==> config.mk <==
export PLATFORM = sky130hd
export DESIGN_NAME = tophat_forest_core
export DESIGN_NICKNAME = d
export VERILOG_FILES = /design/src/rtl/tophat_forest_core.sv
export SDC_FILE = /design/constraint.sdc
export NUM_CORES = 1
export LEC_CHECK = 0
export BUFFER_PORTS_ARGS = -buffer_cell sky130_fd_sc_hd__buf_4
export CAP_MARGIN = 20
export CORE_AREA = 8 8 339 341
export DETAILED_ROUTE_END_ITERATION = 12
export DIE_AREA = 0 0 347 349
export PLACE_DENSITY = 0.4
export SETUP_SLACK_MARGIN = 0.1
export SLEW_MARGIN = 15
export SYNTH_ARGS = -nofsm -noshare
export SYNTH_HDL_FRONTEND = slang
export SYNTH_SLANG_ARGS = --single-unit
export TNS_END_PERCENT = 50
==> constraint.sdc <==
create_clock -name clk -period 16.9 [get_ports clk]
set_input_delay 1.69 -clock clk [delete_from_list [all_inputs] [get_ports clk]]
set_output_delay 1.69 -clock clk [all_outputs]
set_load 0.005 [all_outputs]
==> src/rtl/tophat_forest_core.sv <==
// Sequential decision-forest evaluator: walks each tree one node per cycle,
// accumulates the signed leaf values and reports saturated and full-width sums.
module tophat_forest_core #(
    parameter int unsigned NUM_FEATURES = 8,
    parameter int unsigned NUM_TREES    = 4,
    parameter int unsigned NUM_INTERNAL = 7,
    parameter int unsigned NUM_LEAVES   = 8,
    parameter int unsigned FEAT_W       = 8,
    parameter int unsigned LEAF_W       = 8,
    parameter int unsigned ACC_W        = 12,
    parameter int unsigned MAX_DEPTH    = 8,
    localparam int unsigned FIDX_W = (NUM_FEATURES > 1) ? $clog2(NUM_FEATURES) : 1,
    localparam int unsigned IDX_W  = $clog2(NUM_INTERNAL + NUM_LEAVES)
) (
    input  logic                                   clk,
    input  logic                                   rst_n,
    input  logic                                   clear_i,
    input  logic                                   run_i,
    input  logic                                   model_loaded_i,
    input  logic                                   features_loaded_i,
    input  logic [NUM_FEATURES*FEAT_W-1:0]         feature_vector_i,
    input  logic [NUM_TREES*NUM_INTERNAL*FIDX_W-1:0] node_feature_i,
    input  logic [NUM_TREES*NUM_INTERNAL*FEAT_W-1:0] node_threshold_i,
    input  logic [NUM_TREES*NUM_INTERNAL*IDX_W-1:0]  node_left_i,
    input  logic [NUM_TREES*NUM_INTERNAL*IDX_W-1:0]  node_right_i,
    input  logic [NUM_TREES*NUM_LEAVES*LEAF_W-1:0]   leaf_value_i,
    output logic                                   busy_o,
    output logic                                   pred_valid_o,
    output logic [LEAF_W-1:0]                      pred_value_o,
    output logic [ACC_W-1:0]                       pred_sum_o,
    output logic                                   error_o
);

    localparam int unsigned TREE_W    = (NUM_TREES > 1) ? $clog2(NUM_TREES) : 1;
    localparam int unsigned DEPTH_W   = $clog2(MAX_DEPTH + 1);
    localparam int unsigned NUM_FSLOT = 2 ** FIDX_W;
    localparam int unsigned NUM_CSLOT = 2 ** IDX_W;

    localparam logic [0:0] S_IDLE = 1'b0;
    localparam logic [0:0] S_WALK = 1'b1;

    localparam logic signed [ACC_W-1:0] SAT_HI = ACC_W'((2 ** (LEAF_W - 1)) - 1);
    localparam logic signed [ACC_W-1:0] SAT_LO = ACC_W'(-(2 ** (LEAF_W - 1)));

    logic [0:0]               state_q, state_d;
    logic [TREE_W-1:0]        tree_q, tree_d;
    logic [IDX_W-1:0]         node_q, node_d;
    logic [DEPTH_W-1:0]       depth_q, depth_d;
    logic signed [ACC_W-1:0]  acc_q, acc_d;
    logic                     busy_q, busy_d;
    logic                     valid_q, valid_d;
    logic [LEAF_W-1:0]        value_q, value_d;
    logic [ACC_W-1:0]         sum_q, sum_d;
    logic                     error_q, error_d;

    logic [NUM_FSLOT-1:0]     feat_ok;
    logic [NUM_CSLOT-1:0]     child_int;
    logic [NUM_CSLOT-1:0]     child_leaf;
    int unsigned              ent;
    int unsigned              lidx;
    logic [FIDX_W-1:0]        fsel;
    logic [FEAT_W-1:0]        fval;
    logic [FEAT_W-1:0]        thr;
    logic [IDX_W-1:0]         child;
    logic signed [LEAF_W-1:0] leaf_val;
    logic signed [ACC_W-1:0]  acc_sum;
    logic [LEAF_W-1:0]        sat_val;

    // Constant decode tables: which feature selects and child indices are legal
    always_comb begin
        feat_ok    = '0;
        child_int  = '0;
        child_leaf = '0;
        for (int unsigned i = 0; i < NUM_FSLOT; i++) begin
            feat_ok[i] = (i < NUM_FEATURES);
        end
        for (int unsigned i = 0; i < NUM_CSLOT; i++) begin
            child_int[i]  = (i < NUM_INTERNAL);
            child_leaf[i] = (i >= NUM_INTERNAL) && (i < NUM_INTERNAL + NUM_LEAVES);
        end
    end

    // Current-node lookup, comparison, leaf fetch and saturation
    always_comb begin
        ent      = 32'(tree_q) * NUM_INTERNAL + 32'(node_q);
        fsel     = node_feature_i[ent*FIDX_W +: FIDX_W];
        thr      = node_threshold_i[ent*FEAT_W +: FEAT_W];
        fval     = feature_vector_i[32'(fsel)*FEAT_W +: FEAT_W];
        child    = (fval <= thr) ? node_left_i[ent*IDX_W +: IDX_W]
                                 : node_right_i[ent*IDX_W +: IDX_W];
        lidx     = child_leaf[child] ? (32'(child) - NUM_INTERNAL) : 32'd0;
        leaf_val = leaf_value_i[(32'(tree_q) * NUM_LEAVES + lidx)*LEAF_W +: LEAF_W];
        acc_sum  = acc_q + ACC_W'(leaf_val);
        if (acc_sum > SAT_HI) begin
            sat_val = {1'b0, {(LEAF_W-1){1'b1}}};
        end else if (acc_sum < SAT_LO) begin
            sat_val = {1'b1, {(LEAF_W-1){1'b0}}};
        end else begin
            sat_val = LEAF_W'(acc_sum);
        end
    end

    // Next-state and next-output logic
    always_comb begin
        state_d = state_q;
        tree_d  = tree_q;
        node_d  = node_q;
        depth_d = depth_q;
        acc_d   = acc_q;
        busy_d  = busy_q;
        valid_d = valid_q;
        value_d = value_q;
        sum_d   = sum_q;
        error_d = error_q;

        if (clear_i) begin
            state_d = S_IDLE;
            tree_d  = '0;
            node_d  = '0;
            depth_d = '0;
            acc_d   = '0;
            busy_d  = 1'b0;
            valid_d = 1'b0;
            value_d = '0;
            sum_d   = '0;
            error_d = 1'b0;
        end else begin
            case (state_q)
                S_IDLE: begin
                    if (run_i) begin
                        valid_d = 1'b0;
                        if (model_loaded_i && features_loaded_i) begin
                            state_d = S_WALK;
                            busy_d  = 1'b1;
                            tree_d  = '0;
                            node_d  = '0;
                            depth_d = '0;
                            acc_d   = '0;
                            error_d = 1'b0;
                        end else begin
                            error_d = 1'b1;
                        end
                    end
                end
                S_WALK: begin
                    if (!feat_ok[fsel] || !(child_int[child] || child_leaf[child]) ||
                        (child_int[child] && depth_q == DEPTH_W'(MAX_DEPTH - 1))) begin
                        state_d = S_IDLE;
                        busy_d  = 1'b0;
                        valid_d = 1'b0;
                        error_d = 1'b1;
                    end else if (child_int[child]) begin
                        node_d  = child;
                        depth_d = depth_q + DEPTH_W'(1);
                    end else begin
                        acc_d = acc_sum;
                        if (tree_q == TREE_W'(NUM_TREES - 1)) begin
                            state_d = S_IDLE;
                            busy_d  = 1'b0;
                            valid_d = 1'b1;
                            sum_d   = acc_sum;
                            value_d = sat_val;
                        end else begin
                            tree_d  = tree_q + TREE_W'(1);
                            node_d  = '0;
                            depth_d = '0;
                        end
                    end
                end
                default: begin
                    state_d = S_IDLE;
                    busy_d  = 1'b0;
                end
            endcase
        end
    end

    // State and output registers
    always_ff @(posedge clk or negedge rst_n) begin
        if (!rst_n) begin
            state_q <= S_IDLE;
            tree_q  <= '0;
            node_q  <= '0;
            depth_q <= '0;
            acc_q   <= '0;
            busy_q  <= 1'b0;
            valid_q <= 1'b0;
            value_q <= '0;
            sum_q   <= '0;
            error_q <= 1'b0;
        end else begin
            state_q <= state_d;
            tree_q  <= tree_d;
            node_q  <= node_d;
            depth_q <= depth_d;
            acc_q   <= acc_d;
            busy_q  <= busy_d;
            valid_q <= valid_d;
            value_q <= value_d;
            sum_q   <= sum_d;
            error_q <= error_d;
        end
    end

    assign busy_o       = busy_q;
    assign pred_valid_o = valid_q;
    assign pred_value_o = value_q;
    assign pred_sum_o   = sum_q;
    assign error_o      = error_q;

endmodule

Word-level counts from Yosys, hierarchy flattened
Memory sizes are Yosys's and may differ from the RTL's.
Index checks and enable logic that the tools add are counted.
{ "op_classes": {"addsub": 6, "n_mul": 2, "order_cmp": 5, "n_eq_ne": 13, "shifts": 6, "n_mux": 66, "bitwise_logic": 1, "reduce_logical": 16} }
{ "ops": {"columns": ["op", "n"], "rows": [
  ["variable part select 256 x 33 -> 8 bit", 1],
  ["variable part select 112 x 9 -> 4 bit", 2],
  ["variable part select 224 x 10 -> 8 bit", 1],
  ["two-way mux 12 bit", 10],
  ["variable part select 84 x 9 -> 3 bit", 1],
  ["variable part select 64 x 7 -> 8 bit", 1],
  ["two-way mux 8 bit", 7],
  ["two-way mux 4 bit", 10],
  ["adder 5 x 29 -> 29 bit", 1],
  ["two-way mux 29 bit", 1],
  ["two-way mux 1 bit", 24],
  ["case mux 12 bit (2 select lines)", 1],
  ["case mux 4 bit (2 select lines)", 2],
  ["AND reduction 4 bit", 4],
  ["inequality test 3 bit (second input constant)", 5],
  ["adder 12 x 8 -> 12 bit", 1],
  ["greater-than comparator 12 x 8 -> 1 bit (second input constant)", 1],
  ["< comparator 12 x 8 -> 1 bit (second input constant)", 1],
  ["two-way mux 2 bit", 6],
  ["less-or-equal comparator 8 bit", 1],
  ["multiplier 6 x 2 -> 8 bit (second input constant)", 1],
  ["case mux 1 bit (2 select lines)", 4],
  ["adder 5 x 4 -> 6 bit", 1],
  ["< comparator 4 x 5 -> 1 bit (second input constant)", 1],
  ["other kinds (21)", 27]
]} }
{ "totals": {"ff_bits": 46, "rom_bits": 40, "out_inout_bits": 23, "word_cells": 128, "memories": 3} }
{ "memory_table": {"columns": ["name", "words", "word_bits", "read_ports", "rd_clocked_by_memory_dff", "wr", "line_no", "source"], "rows": [
  ["(no name shown)", 16, 1, 1, 0, 0, "152", "end else if (child_int[child]) begin"],
  ["(no name shown)", 16, 1, 1, 0, 0, "146", "if (!feat_ok[fsel] || !(child_int[child] || child_leaf[child]) ||"],
  ["(no name shown)", 8, 1, 1, 0, 0, "146", null]
]} }

Logic depth before layout (Yosys ltp)
{ "logic_depth": {"depth_word": 21, "mapped_depth": 65} }

Least setup slack after synthesis
Ideal clock, no wire load.
{ "synth_path": {"path_kind": "reg-to-reg", "from": "register tree_q[1]", "to": "register value_q[5], in the netlist pred_value_o[5]", "setup_ns": 0.126, "arrival_ns": 13.784, "required_ns": 16.774, "setup_slack_ns": 2.990, "stages_incl_launch_ff": 58, "synth_period_minus_slack_ns": 13.910, "path_cell_list": "dfrtp_1 > fa_1 > ha_1 > clkbuf_1 > buf_2 > buf_2 > buf_1 > buf_1 > mux4_2 > a21oi_1 > nor2_1 > a21oi_1 > nor2_1 > clkbuf_1 > mux4_2 > mux2_2 > ha_1 > a211oi_2 > [22 not listed] > mux2i_1 > a221oi_1 > a31oi_1 > a211o_1 > a21oi_1 > ha_1 > a21o_1 > a21oi_1 > o21bai_1 > a21oi_1 > o21bai_1 > a21oi_1 > nor2_1 > a221oi_1 > a31oi_1 > xnor2_2 > o21ba_4 > a221o_1"} }
{ "synth_between": {"elab_chain_cells": 21, "elab_cells_between_ends": 41} }
{ "synth_rtl": {"columns": ["item", "line_no", "source"], "rows": [
  ["start: declaration", "46", "logic [TREE_W-1:0] tree_q, tree_d;"],
  ["start signal: assignment", "193", "tree_q <= tree_d;"],
  ["multiplier 2 x 3 -> 5 bit", "85", "ent = 32'(tree_q) * NUM_INTERNAL + 32'(node_q);"],
  ["adder 5 x 4 -> 6 bit", "85", null],
  ["multiplier 6 x 2 -> 8 bit", "86", "fsel = node_feature_i[ent*FIDX_W +: FIDX_W];"],
  ["variable part select 84 x 9 -> 3 bit", "86", null],
  ["variable part select 64 x 7 -> 8 bit", "88", "fval = feature_vector_i[32'(fsel)*FEAT_W +: FEAT_W];"],
  ["less-or-equal comparator 8 bit", "89", "child = (fval <= thr) ? node_left_i[ent*IDX_W +: IDX_W]"],
  ["two-way mux 4 bit", "89", null],
  ["memory (16 x 1 bit)", null, null],
  ["[5 not listed]", null, null],
  ["< comparator 12 x 8 -> 1 bit", "96", "end else if (acc_sum < SAT_LO) begin"],
  ["two-way mux 8 bit", "96", null],
  ["two-way mux 8 bit", "94", "if (acc_sum > SAT_HI) begin"],
  ["two-way mux 8 bit", "157", "if (tree_q == TREE_W'(NUM_TREES - 1)) begin"],
  ["two-way mux 8 bit", "152", null],
  ["two-way mux 8 bit", "146", null],
  ["two-way mux 8 bit", "128", "case (state_q)"],
  ["two-way mux 8 bit", "116", "if (clear_i) begin"],
  ["end signal: assignment", "199", "value_q <= value_d;"],
  ["end: declaration", "52", "logic [LEAF_W-1:0] value_q, value_d;"]
]} }
Several ways; a longest one is shown, not always the timed one. The select of a mux whose other input is x is not followed.
A chain may end at the register's enable or synchronous reset.

Worst setup path in the final report
{ "layout_path": {"from": "register tree_q[0]", "to": "register value_q[5], in the netlist pred_value_o[5]"} }
The elaborated chain is that of the path after synthesis.

==> summary.md <==
| Metric | Value |
|---|---|
| Status | `finished clean` |
| Fill count | `12400` |
| Overflow after GRT | `0` |
| Synth Register Bits | `46` |
| Post-place setup slack | `1.96 ns` |
| Hold WS | `0.501 ns` |
| Routed met3 length | `8.89 mm` |
| Tcrit/Tclk final | `88.2%` |
| Synth top area cells | `mux4_2 (28%), dfrtp_1 (11%), mux2i_1 (7.4%)` |
| Share of the synthesized area in the top cell type | `28.2%` |
| Final worst path period need | `14.90 ns` |
| Synth Instances | `1194` |
| Number of hold violations in the final report | `0` |
| Fin Setup TNS | `0 ns` |
| PostCTS Resize Cnt | `0` |
| Starting Density | `9.83%` |
| Share of layout cells above drive strength 1 | `55.5%` |
| Leading area contributor after synthesis | `mux4_2` |
| Max VDD drop | `0.242 mV` |
| Total chip power | `5.35 mW` |
| FFs w/ async S/R, synth | `100%` |
| Rel. slew slack | `21.9%` |
| Leakage Power | `8.38 nW` |
| Clock slew at reported path FFs | `0.08 ns` |
| Crit. End Element | `register` |
| Seq/Total Area, Yosys | `10.7%` |
| Worst Setup Slack, final | `2.00 ns` |
| Critical Path Fanout Max | `69` |
| Final Skew | `0.0148 ns` |
| Startpoint Class | `register` |
| Chip width | `347 um` |
| Avg Cell Area, Syn | `9.02 sq um` |
| Worst-Margin Slew | `1.17 ns` |
| CP peak stage delay | `0.91 ns` |
| Nets | `2900` |
| Critical path arrival | `15.10 ns` |
| First-pass GRT wire length | `127 mm` |
| CTS tree | `done` |
| Dpl hpwl | `84.3 mm` |
| Number of remaining DRC errors | `0` |
| Max-slew violations | `0` |
| CTS H-tree lvls | `2` |
| Most numerous cell in the Yosys netlist | `nand2_1` |
| Port bufs | `880` |
| TritonCTS Buffers | `5` |
| Top FF cell, synth | `dfrtp_1` |
| DR WL/cell | `27.9 um` |
| Met2 wire length | `39.4 mm` |
| CP max-delay cell | `nor2_1` |
| Power Density | `278 nW/um^2` |
| Core box area | `110000 sq um` |
| Die ar. | `121000 sq um` |
| Initial antenna violation count | `47` |
| Mapped Area | `10800 sq um` |
| RSZ-0062 raised after global routing | `false` |
| Hold crit path type | `register to register` |
| Iteration-0 DRC Markers | `1378` |
| Max Fclk | `67.1 MHz` |
| Placer Congestion | `0.929` |
| YS warnings | `0` |
| Setup repair bufs after CTS | `0` |
| Root buffer cell | `clkbuf_16` |
| Post-synth EDFFs | `0` |
| Clock latency on the worst-skew pair | `0.31 ns` |
| Final setup vio count | `0` |
| Synth top cells by count | `nand2_1 (205), mux4_2 (135), nand3_1 (85)` |
| CP Class | `register to register` |
| DR vias/cell | `4.17` |
| Met1 wire length | `46.9 mm` |
| Longest Clk Path Bufs | `2` |
| Worst Path Required | `17.10 ns` |
| CTS Hold Buffers Added | `0` |
| Vias in the first global route | `14900` |
| Max_cap viols | `0` |
| Area Overhead vs Synth | `78.6%` |
| Die Ht | `349 um` |
| Pre-Repair DR Iteration Count | `5` |
| Largest net degree at the start of global routing | `70` |
| Syn_nets | `2087` |
| DRT antenna net count | `0` |
| Routed vias | `14300` |
| Library cells used by synthesis | `82` |
| Worst path most repeated cell | `a21oi_1` |
| Top layer in use | `met5` |
| GRT Total Usage | `14.8%` |
| CTS sink count | `46` |
| Drt total wl | `95.9 mm` |
| Rows | `122` |
| # IOs | `881` |
[final timing paths]
check / startpoint / cells after the start / slack [ns] / end
setup / recovery: tree_q[0] / 47 / 2.00 / pred_value_o[5]
hold / removal: acc_q[4] / 2 / 0.50 / acc_q[4]
setup reg to reg: tree_q[0] / 47 / 2.00 / pred_value_o[5]
hold reg to reg: acc_q[4] / 2 / 0.50 / acc_q[4]
max in group asynchronous: rst_n / 1 / 15.00 / error_o
min in group asynchronous: rst_n / 1 / 1.40 / pred_sum_o[6]
[power by group]
part	internal [mW]	switching, mW	total [mW]
clock network	0.0712	0.0560	0.127
registers	0.122	0.0149	0.136
logic	1.88	3.20	5.09
[metrics by stage]
stage | cell area [sq um] | std cells | util (%)
after detailed placement | 19000 | 3426 | 17.4
after floorplan | 10800 | 1194 | -
after CTS | 19200 | 3434 | 17.5
after global routing | 19200 | 3434 | 17.5
final | 19200 | 3441 | 17.6
after global placement | 19000 | 3426 | 17.4
[placed cells by master (no fill, tap or decap), drive strengths merged, types with 21 or more instances in the layout]
cell,instances
a221oi,35
mux2,21
nor2,41
inv,25
dfrtp,46
nand2,207
a311oi,24
mux2i,80
a22o,21
a21oi,59
mux4,143
nand3,86
ha,30
buf,918
o21ai,44
[per-layer routing]
layer,vias to the layer above,global-route usage [%]
met5,-,0
met4,46,1.03
met3,64,4.75
met2,726,21.0
met1,7123,22.4
li1,6386,-
[cells by family (layout without fill, tap and decap cells)]
| group | Yosys count | count (layout) | share of synthesized area (%) |
|---|---|---|---|
| AOI/OAI and AO/OA | 293 | 293 | 20.1 |
| and+or+nand+nor | 426 | 426 | 18.3 |
| adders and majority gates | 35 | 35 | 4.41 |
| DFF | 46 | 46 | 10.7 |
| muxes | 244 | 244 | 39.8 |
| xor gates and xnor gates | 14 | 14 | 1.21 |
| other | 0 | 7 | 0 |
| buffers and inverters | 136 | 950 | 5.45 |
[critical path: cells and delay by family (launching register included)]
kind	cells	cell delay, ns
AO/OA/AOI/OAI	21	5.35
AND/OR/NAND/NOR	8	3.11
adder cells (fa/ha/maj)	7	2.21
multiplexers	4	1.44
buffers and inverters	5	1.08
XOR/XNOR	2	0.96
flip-flops	1	0.50
[area by class of cell]
type	count	area [sq um]	area share, %
multi-input cells	1012	9120	47.4
repair buffers	918	6900	35.9
well taps	1426	1780	9.27
flip-flops and latches	46	1150	5.98
clock buffers	5	125	0.650
inverters	24	90.1	0.468
clock inverters	3	48.8	0.254
diodes	7	17.5	0.0910
[registers in the layout (all words and copies together) (netlist names)]
name and cells:
pred_sum_o 12, tree_q 2, node_q 4, error_o 1, pred_value_o 8, busy_o 1, depth_q 4, acc_q 12
pred_valid_o 1, state_q 1
No activity file was read; power rests on OpenSTA's default activity.
